--- src/rtl/qp_lut_cam.sv ---
// IPv4 -> QP number lookup table, scanned one entry per clock after a lookup is accepted.
// Results are held behind a valid/ready handshake; hit/miss totals saturate.
module qp_lut_cam #(
    parameter int unsigned NUM_ENTRY  = 8,
    parameter int unsigned QPN_W      = 4,
    parameter int unsigned MATCH_MODE = 0,
    parameter int unsigned CNT_W      = 16
) (
    input  logic                         clk,
    input  logic                         rst,
    input  logic                         cfg_wr_en,
    input  logic [$clog2(NUM_ENTRY)-1:0] cfg_addr,
    input  logic [31:0]                  cfg_ip,
    input  logic [QPN_W-1:0]             cfg_qpn,
    input  logic                         cfg_vld,
    input  logic                         cfg_clr_all,
    input  logic                         lkp_valid,
    output logic                         lkp_ready,
    input  logic [31:0]                  lkp_ip,
    output logic                         rsp_valid,
    input  logic                         rsp_ready,
    output logic                         rsp_hit,
    output logic [QPN_W-1:0]             rsp_qpn,
    output logic [$clog2(NUM_ENTRY)-1:0] rsp_idx,
    output logic [CNT_W-1:0]             hit_cnt,
    output logic [CNT_W-1:0]             miss_cnt
);
    localparam int unsigned AW = $clog2(NUM_ENTRY);
    localparam logic [AW-1:0] LAST_IDX = AW'(NUM_ENTRY - 1);
    localparam logic [AW:0] ENTRY_LIM = (AW + 1)'(NUM_ENTRY);
    localparam logic [31:0] KEY_MASK = (MATCH_MODE == 0) ? 32'h0000_00ff : 32'hffff_ffff;

    typedef enum logic [1:0] {IDLE, SEARCH, RESP} state_t;
    state_t state, state_nxt;

    logic [31:0]          tbl_key [NUM_ENTRY];
    logic [QPN_W-1:0]     tbl_qpn [NUM_ENTRY];
    logic [NUM_ENTRY-1:0] tbl_vld;
    logic [31:0]          key;
    logic [AW-1:0]        idx;
    logic                 match;
    logic                 wr_ok;

    assign wr_ok = cfg_wr_en && ({1'b0, cfg_addr} < ENTRY_LIM);

    // Compare reads the table before this edge's write, so same-cycle writes are not seen.
    always_comb begin
        state_nxt = state;
        match     = tbl_vld[idx] && (((tbl_key[idx] ^ key) & KEY_MASK) == 32'h0);
        case (state)
            IDLE:    if (lkp_valid) state_nxt = SEARCH;
            SEARCH:  if (match || (idx == LAST_IDX)) state_nxt = RESP;
            RESP:    if (rsp_ready) state_nxt = IDLE;
            default: state_nxt = IDLE;
        endcase
    end

    // Table storage; clear-all wins over a same-cycle write.
    always_ff @(posedge clk or posedge rst) begin
        if (rst) begin
            tbl_vld <= '0;
            for (int i = 0; i < int'(NUM_ENTRY); i++) begin
                tbl_key[i] <= '0;
                tbl_qpn[i] <= '0;
            end
        end else if (cfg_clr_all) begin
            tbl_vld <= '0;
        end else if (wr_ok) begin
            tbl_key[cfg_addr] <= cfg_ip;
            tbl_qpn[cfg_addr] <= cfg_qpn;
            tbl_vld[cfg_addr] <= cfg_vld;
        end
    end

    always_ff @(posedge clk or posedge rst) begin
        if (rst) begin
            state     <= IDLE;
            lkp_ready <= 1'b1;
            rsp_valid <= 1'b0;
            key       <= '0;
            idx       <= '0;
            rsp_hit   <= 1'b0;
            rsp_qpn   <= '0;
            rsp_idx   <= '0;
            hit_cnt   <= '0;
            miss_cnt  <= '0;
        end else begin
            state     <= state_nxt;
            lkp_ready <= (state_nxt == IDLE);
            rsp_valid <= (state_nxt == RESP);
            if (state == IDLE && lkp_valid) begin
                key <= lkp_ip;
                idx <= '0;
            end
            // Result registers load only on the SEARCH->RESP edge, then stay frozen.
            if (state == SEARCH) begin
                if (match) begin
                    rsp_hit <= 1'b1;
                    rsp_qpn <= tbl_qpn[idx];
                    rsp_idx <= idx;
                    if (hit_cnt != {CNT_W{1'b1}}) hit_cnt <= hit_cnt + CNT_W'(1);
                end else if (idx == LAST_IDX) begin
                    rsp_hit <= 1'b0;
                    rsp_qpn <= '0;
                    rsp_idx <= '0;
                    if (miss_cnt != {CNT_W{1'b1}}) miss_cnt <= miss_cnt + CNT_W'(1);
                end else begin
                    idx <= idx + AW'(1);
                end
            end
        end
    end
endmodule

--- config.mk ---
export PLATFORM = sky130hd
export DESIGN_NAME = qp_lut_cam
export DESIGN_NICKNAME = d
export VERILOG_FILES = /design/src/rtl/qp_lut_cam.sv
export SDC_FILE = /design/constraint.sdc
export NUM_CORES = 1
export LEC_CHECK = 0
export CORE_MARGIN = 2
export CORE_UTILIZATION = 33
export DETAILED_ROUTE_END_ITERATION = 12
export GPL_ROUTABILITY_DRIVEN = 0
export SYNTH_ARGS = -nofsm -noshare
export SYNTH_HDL_FRONTEND = slang
export SYNTH_SLANG_ARGS = --single-unit
--- constraint.sdc ---
create_clock -name clk -period 5.7 [get_ports clk]
set_clock_uncertainty 0.2 [all_clocks]
set_input_delay 0.57 -clock clk [delete_from_list [all_inputs] [get_ports clk]]
set_output_delay 0.57 -clock clk [all_outputs]
set_load 0.01 [all_outputs]
Word-level counts from Yosys, hierarchy flattened:

Index checks and enable logic that the tools add are counted.

* divide/modulo/power cells: 0
* $lt $le $gt $ge: 6
* multiply operators: 0
* shift-type cells: 0
* mux-type cells: 33
* bitwise operators: 5
* reduce and logical (&&, ||, !) cells: 14
* eq/ne operators: 6
* add/sub/neg operators: 3

Operators with widths (count)
* $bwmux 256: 1
* $bmux 32 s3: 1
* $demux 32 s3: 1
* $add 16x1->16 const B: 2
* $bwmux 32: 1
* $logic_not 32->1: 1
* $mux 32: 1
* $mux 8: 4
* $ne 16x16->1 const B: 2
* $mux 4: 5
* $mux 3: 6
* $bmux 4 s3: 1
* $demux 4 s3: 1
* $bwmux 8: 1
* $ge 4x4->1 const B: 2
* $lt 3x4->1 const B: 2
* $not 3->4: 2
* $xor 8x8->8: 1
* $mux 2: 3
* $pmux 2 s3: 1
* $eq 2x2->1 const B: 2
* $logic_and 1x1->1: 4
* $logic_not 2->1: 2
* $lt 4x1->1 const B: 1
* 13 further kinds: 19

* bits of input ports: 78
* memory bits (read-only): 0
* memories: 0
* word-level logic and storage cells: 94
* output and inout bits: 42
* latch bits: 0
* RAM bits: 0
* bits in registers: 351

Longest topological paths before layout:

* depth after elaboration: 11
* gate-level depth with buffers: 12
* depth with buffers taken out: 7

Least setup slack after synthesis:

OpenSTA, ideal clock, no wires.

* kind: register -> register
* start: register idx[0]
* end: register hit_cnt[1]
* cell stages (with the launch flop): 11
* path slack: 2.599 ns
* library setup time: 0.125 ns
* data arrival time: 2.776 ns
* period minus slack after synthesis: 3.101 ns
* cell sequence: dfrtp_1 buf_6 buf_4 mux2i_1 mux4_2 xor2_1 nand4_1 or4_1 buf_2 nor3_1 mux2_2

* word-level cells in the longest chain between the ends: 8
* elaborated cells on any way between the ends: 10
* those cells by class: mux (5); bitwise (2); reduce/logical (3)

RTL lines
* start: declaration: line 40 `logic [AW-1:0] idx;`
* start signal: assignment: line 108 `idx <= idx + AW'(1);`
* $not 3->4 (not written as such): line 49 `match = tbl_vld[idx] && (((tbl_key[idx] ^ key) & KEY_MASK) == 32'h0);`
* $bmux 32 s3: line 49
* $mux 8 (not written as such) (2 in series): line 49
* $xor 8x8->8: line 49
* $logic_not 32->1: line 49
* $logic_and 1x1->1 *: line 49
* $reduce_and 3->1 (no source line) *
* end signal: assignment: line 101 `if (hit_cnt != {CNT_W{1'b1}}) hit_cnt <= hit_cnt + CNT_W'(1);`
* end: declaration: line 25 `output logic [CNT_W-1:0] hit_cnt,`

Every way passes the cells marked *; elsewhere a longest branch is shown, timed or not. The select of a mux whose other input is x is not followed.
A chain may end at the register's enable or synchronous reset.

Worst setup path after layout:

* start: register idx[0]
* end: register miss_cnt[1]

* word-level cells in the longest chain between the ends: 9
* elaborated cells on any way between the ends: 12
* those cells by class: eq/ne (1); mux (5); bitwise (3); reduce/logical (3)

RTL lines
* $not 3->4 (not written as such): line 49
* $bmux 32 s3: line 49
* $mux 8 (not written as such) (2 in series): line 49
* $xor 8x8->8: line 49
* $logic_not 32->1: line 49
* $logic_and 1x1->1: line 49
* $not 1->1 (no source line)
* $reduce_and 4->1 (no source line) *
* end signal: assignment: line 106 `if (miss_cnt != {CNT_W{1'b1}}) miss_cnt <= miss_cnt + CNT_W'(1);`
* end: declaration: line 26 `output logic [CNT_W-1:0] miss_cnt`

Marks and branches as above.

==> metrics.md <==
| Metric | Value |
|---|---|
| Status | `finished, final reports clean` |
| Routed wire per std cell | `18.0 um` |
| Most frequent CP cell | `nand3_1` |
| Met2 usage | `0.232` |
| Fillers | `2060` |
| Worst hold stages | `1` |
| Startpoint type of the worst setup path | `flop` |
| Sw frac | `0.289` |
| Setup TNS | `0 ns` |
| Final routed DRC violation total | `0` |
| Hold_buf cts | `0` |
| Ports | `120` |
| Die span in y | `154 um` |
| RR Startpoint | `idx[0]` |
| Crit path largest cell delay | `0.90 ns` |
| Clock sink count | `159` |
| Post-Syn Instances | `547` |
| Worst setup margin | `1.63 ns` |
| Resize count post-CTS | `0` |
| DP Cell Count | `877` |
| Min-Delay Path Class | `flop to flop` |
| RSZ-0062 raised after global routing | `no` |
| WP data arrival | `4.18 ns` |
| Slowest cell on crit path | `or4_1` |
| Reg power frac | `0.440` |
| Grt ovf | `0` |
| Synth top area share | `0.535` |
| Post-CTS Setup Repair Bufs | `0` |
| Cell variety after synth | `39` |
| Slew headroom | `0.314` |
| Synth top area cells | `dfrtp_1, mux2_2, mux4_2, mux2i_1, xor2_1` |
| Worst R2R Path Depth | `8` |
| Reg2Reg Setup Slack | `1.63 ns` |
| Hold Crit Endpoint | `hit_cnt[5]` |
| Final Slew Violations | `0` |
| PortBufs | `71` |
| Pint | `2.51 mW` |
| Largest net degree at the start of global routing | `112` |
| First-pass GRT wire length | `26.1 mm` |
| Htree depth | `4` |
| Tcrit/Tclk final | `0.715` |
| Psw | `1.02 mW` |
| Fin nets | `698` |
| Root buf cell | `clkbuf_16` |
| Yosys Warn Count | `0` |
| Max Buffers Root-to-Sink | `2` |
| Pleak | `3.80 nW` |
| Largest area contributor in the netlist | `dfrtp_1` |
| P&R area growth vs syn | `20.3%` |
| Antenna violations before repair | `0` |
| Critical path class | `flop to flop` |
| Antenna Violating Nets Remaining | `0` |
| CTS tree | `built` |
| Sequence of cells on the critical path | `mux4_2 -> mux2i_1 -> xor2_1 -> nand3_1 -> or4_1 -> buf_4 -> nand3_1 -> mux2_2` |
| Num CTS Buffers | `17` |
| Tmin final | `4.07 ns` |
| Share of layout cells above drive strength 1 | `0.282` |
| Max Cap Violations | `0` |
| Fmax achieved | `246 MHz` |
| Worst vdd ir | `0.000218 V` |
| Hold Slack | `0.284 ns` |
| Worst-path clk slew | `0.06 ns` |
| Number of global-route vias before repair | `4860` |
| RR Endpoint | `miss_cnt[1]` |
| FP Rows | `54` |
| Hpwl dp | `10.9 mm` |
| Sequential area share after synthesis | `0.538` |
| Critical Path RT | `5.80 ns` |
| Design Power | `3.53 mW` |
| Pwr Density | `397 nW/um^2` |
| Placement Setup Slack | `1.57 ns` |
| Routed wire length | `16.3 mm` |
| Antenna diodes | `0` |
| Logic pwr share | `0.267` |
| Initial Util | `0.338` |
| Synthesized cell area | `7390 sq um` |
| Post-Layout Cell Count | `905` |
| Busiest grt layer | `met2` |
| Drt pass-1 iters | `4` |
| Syn Nets | `629` |
| Clk pwr share | `0.294` |
| Avg Cell Area, Syn | `13.5 sq um` |
| Routed vias/inst | `5.09` |
| Register bit total from synthesis | `159` |
| Met1 Usage GRT | `0.192` |
| Least-Margin Pin Slew | `1.03 ns` |
| Core ar. | `21900 sq um` |
| CP Capture Type | `flop` |
| Die area | `23600 sq um` |
| Max FO, Critical Path | `25` |
| Drt initial violations | `211` |
| Final setup viols | `0` |
| Min-delay src | `hit_cnt[5]` |
| Die W | `154 um` |
| All-layer global routing usage | `0.142` |
| Met3 usage | `0.0364` |
| Clock Latency Late Sink | `0.42 ns` |
| DR vias | `4606` |
| Final hold vios | `0` |
-- layer usage --
layer	vias to the layer above	part of all wire
met4	0	0.0048
li1	2110	-
met1	2373	0.47
met3	7	0.048
met2	116	0.48
met5	-	0
-- worst max-delay path, delay by kind of cell (launching register included) --
kind	cells	cell delay, ns
XOR/XNOR	1	0.17
flip-flops	1	0.89
buffers and inverters	1	0.34
AND/OR/NAND/NOR	3	1.12
multiplexers	3	1.24
-- kinds of logic after synthesis --
logic type,after synthesis,synth area share
AO/OA/AOI/OAI,13,0.00948
XOR/XNOR,37,0.0438
adder cells (fa/ha/maj),4,0.00677
buffers and inverters,33,0.0225
flip-flops,159,0.538
multiplexers,163,0.278
AND/OR/NAND/NOR,138,0.101
-- worst max-delay path by stage --
stage | from | cells after the start | to
3_3_place_gp | idx[0] | 8 | miss_cnt[1]
5_1_grt | idx[0] | 8 | miss_cnt[1]
3_5_place_dp | idx[0] | 8 | miss_cnt[1]
6_report | idx[0] | 8 | miss_cnt[1]
2_1_floorplan | rst | 1 | hit_cnt[0]
4_1_cts | idx[0] | 8 | miss_cnt[1]
-- registers in the layout, indices dropped and copies added (netlist names) --
signal / flops
lkp_ready: 1
hit_cnt: 16
rsp_idx: 3
rsp_qpn: 4
miss_cnt: 16
tbl_qpn: 32
state: 2
rsp_valid: 1
tbl_key: 64
rsp_hit: 1
key: 8
idx: 3
tbl_vld: 8
-- synth_stat cells --
master	number
o21a_1	1
nor3b_1	2
nand3b_1	2
or2_2	2
and3b_1	1
nand3_1	22
buf_2	6
mux4_2	23
dfrtp_1	158
clkbuf_1	13
nor4_2	3
nand4b_1	2
and4_1	3
dfstp_2	1
nand2_1	31
a21o_1	1
and2_1	3
o21ai_0	5
a21oi_1	6
nor4_4	1
xor2_1	19
or4_1	1
nor2_1	23
nor2b_1	3
buf_6	2
buf_4	1
mux2_2	110
ha_1	4
nand4_1	15
xnor2_1	18
nor2_2	1
buf_12	1
nor3_1	8
or3_1	2
mux2i_1	30
and3_1	10
nand2b_1	3
inv_1	8
buf_1	2
-- area by class of cell --
cell class / instances / area (sq um) / area share
sequential: 159 / 3980 / 0.448
inverter: 8 / 35.0 / 0.00394
timing repair buffer: 75 / 741 / 0.0833
multi-input combinational: 355 / 3260 / 0.366
tap: 280 / 350 / 0.0394
clock buffer: 22 / 464 / 0.0522
clock inverter: 6 / 63.8 / 0.00717
-- power by group through the flow --
stage | clock network [mW] | registers (mW) | logic [mW]
after floorplan | 0 | 1.48 | 0.782
after global placement | 0 | 1.56 | 0.927
after detailed placement | 0 | 1.58 | 0.956
after CTS | 1.06 | 1.56 | 0.960
after global routing | 1.11 | 1.59 | 1.03
final | 1.04 | 1.55 | 0.941
-- cells in the final DEF, fill, tap and decap left out, drive strengths merged --
master and instances:
dfrtp 158, mux2 110, clkdlybuf4s50 71, nand2 31
mux2i 30, nor2 24, mux4 23, nand3 22
clkbuf 22, xor2 19, xnor2 18, nand4 15
and3 10, nor3 8, inv 8, a21oi 6
o21ai 5, ha 4, buf 4, nor4 4
nand2b 3, nor2b 3, and2 3, and4 3
clkinv 3, nand3b 2, or2 2, nand4b 2
or3 2, clkinvlp 2, nor3b 2, and3b 1
or4 1, o21a 1, a21o 1, bufinv 1
dfstp 1
-- stage by stage --
stage	utilization	cell area, sq um
2_1_floorplan	-	7390
5_1_grt	0.406	8890
3_5_place_dp	0.382	8370
6_report	0.406	8890
4_1_cts	0.406	8890
3_3_place_gp	0.382	8370
Power figures use the tool's default switching activity.
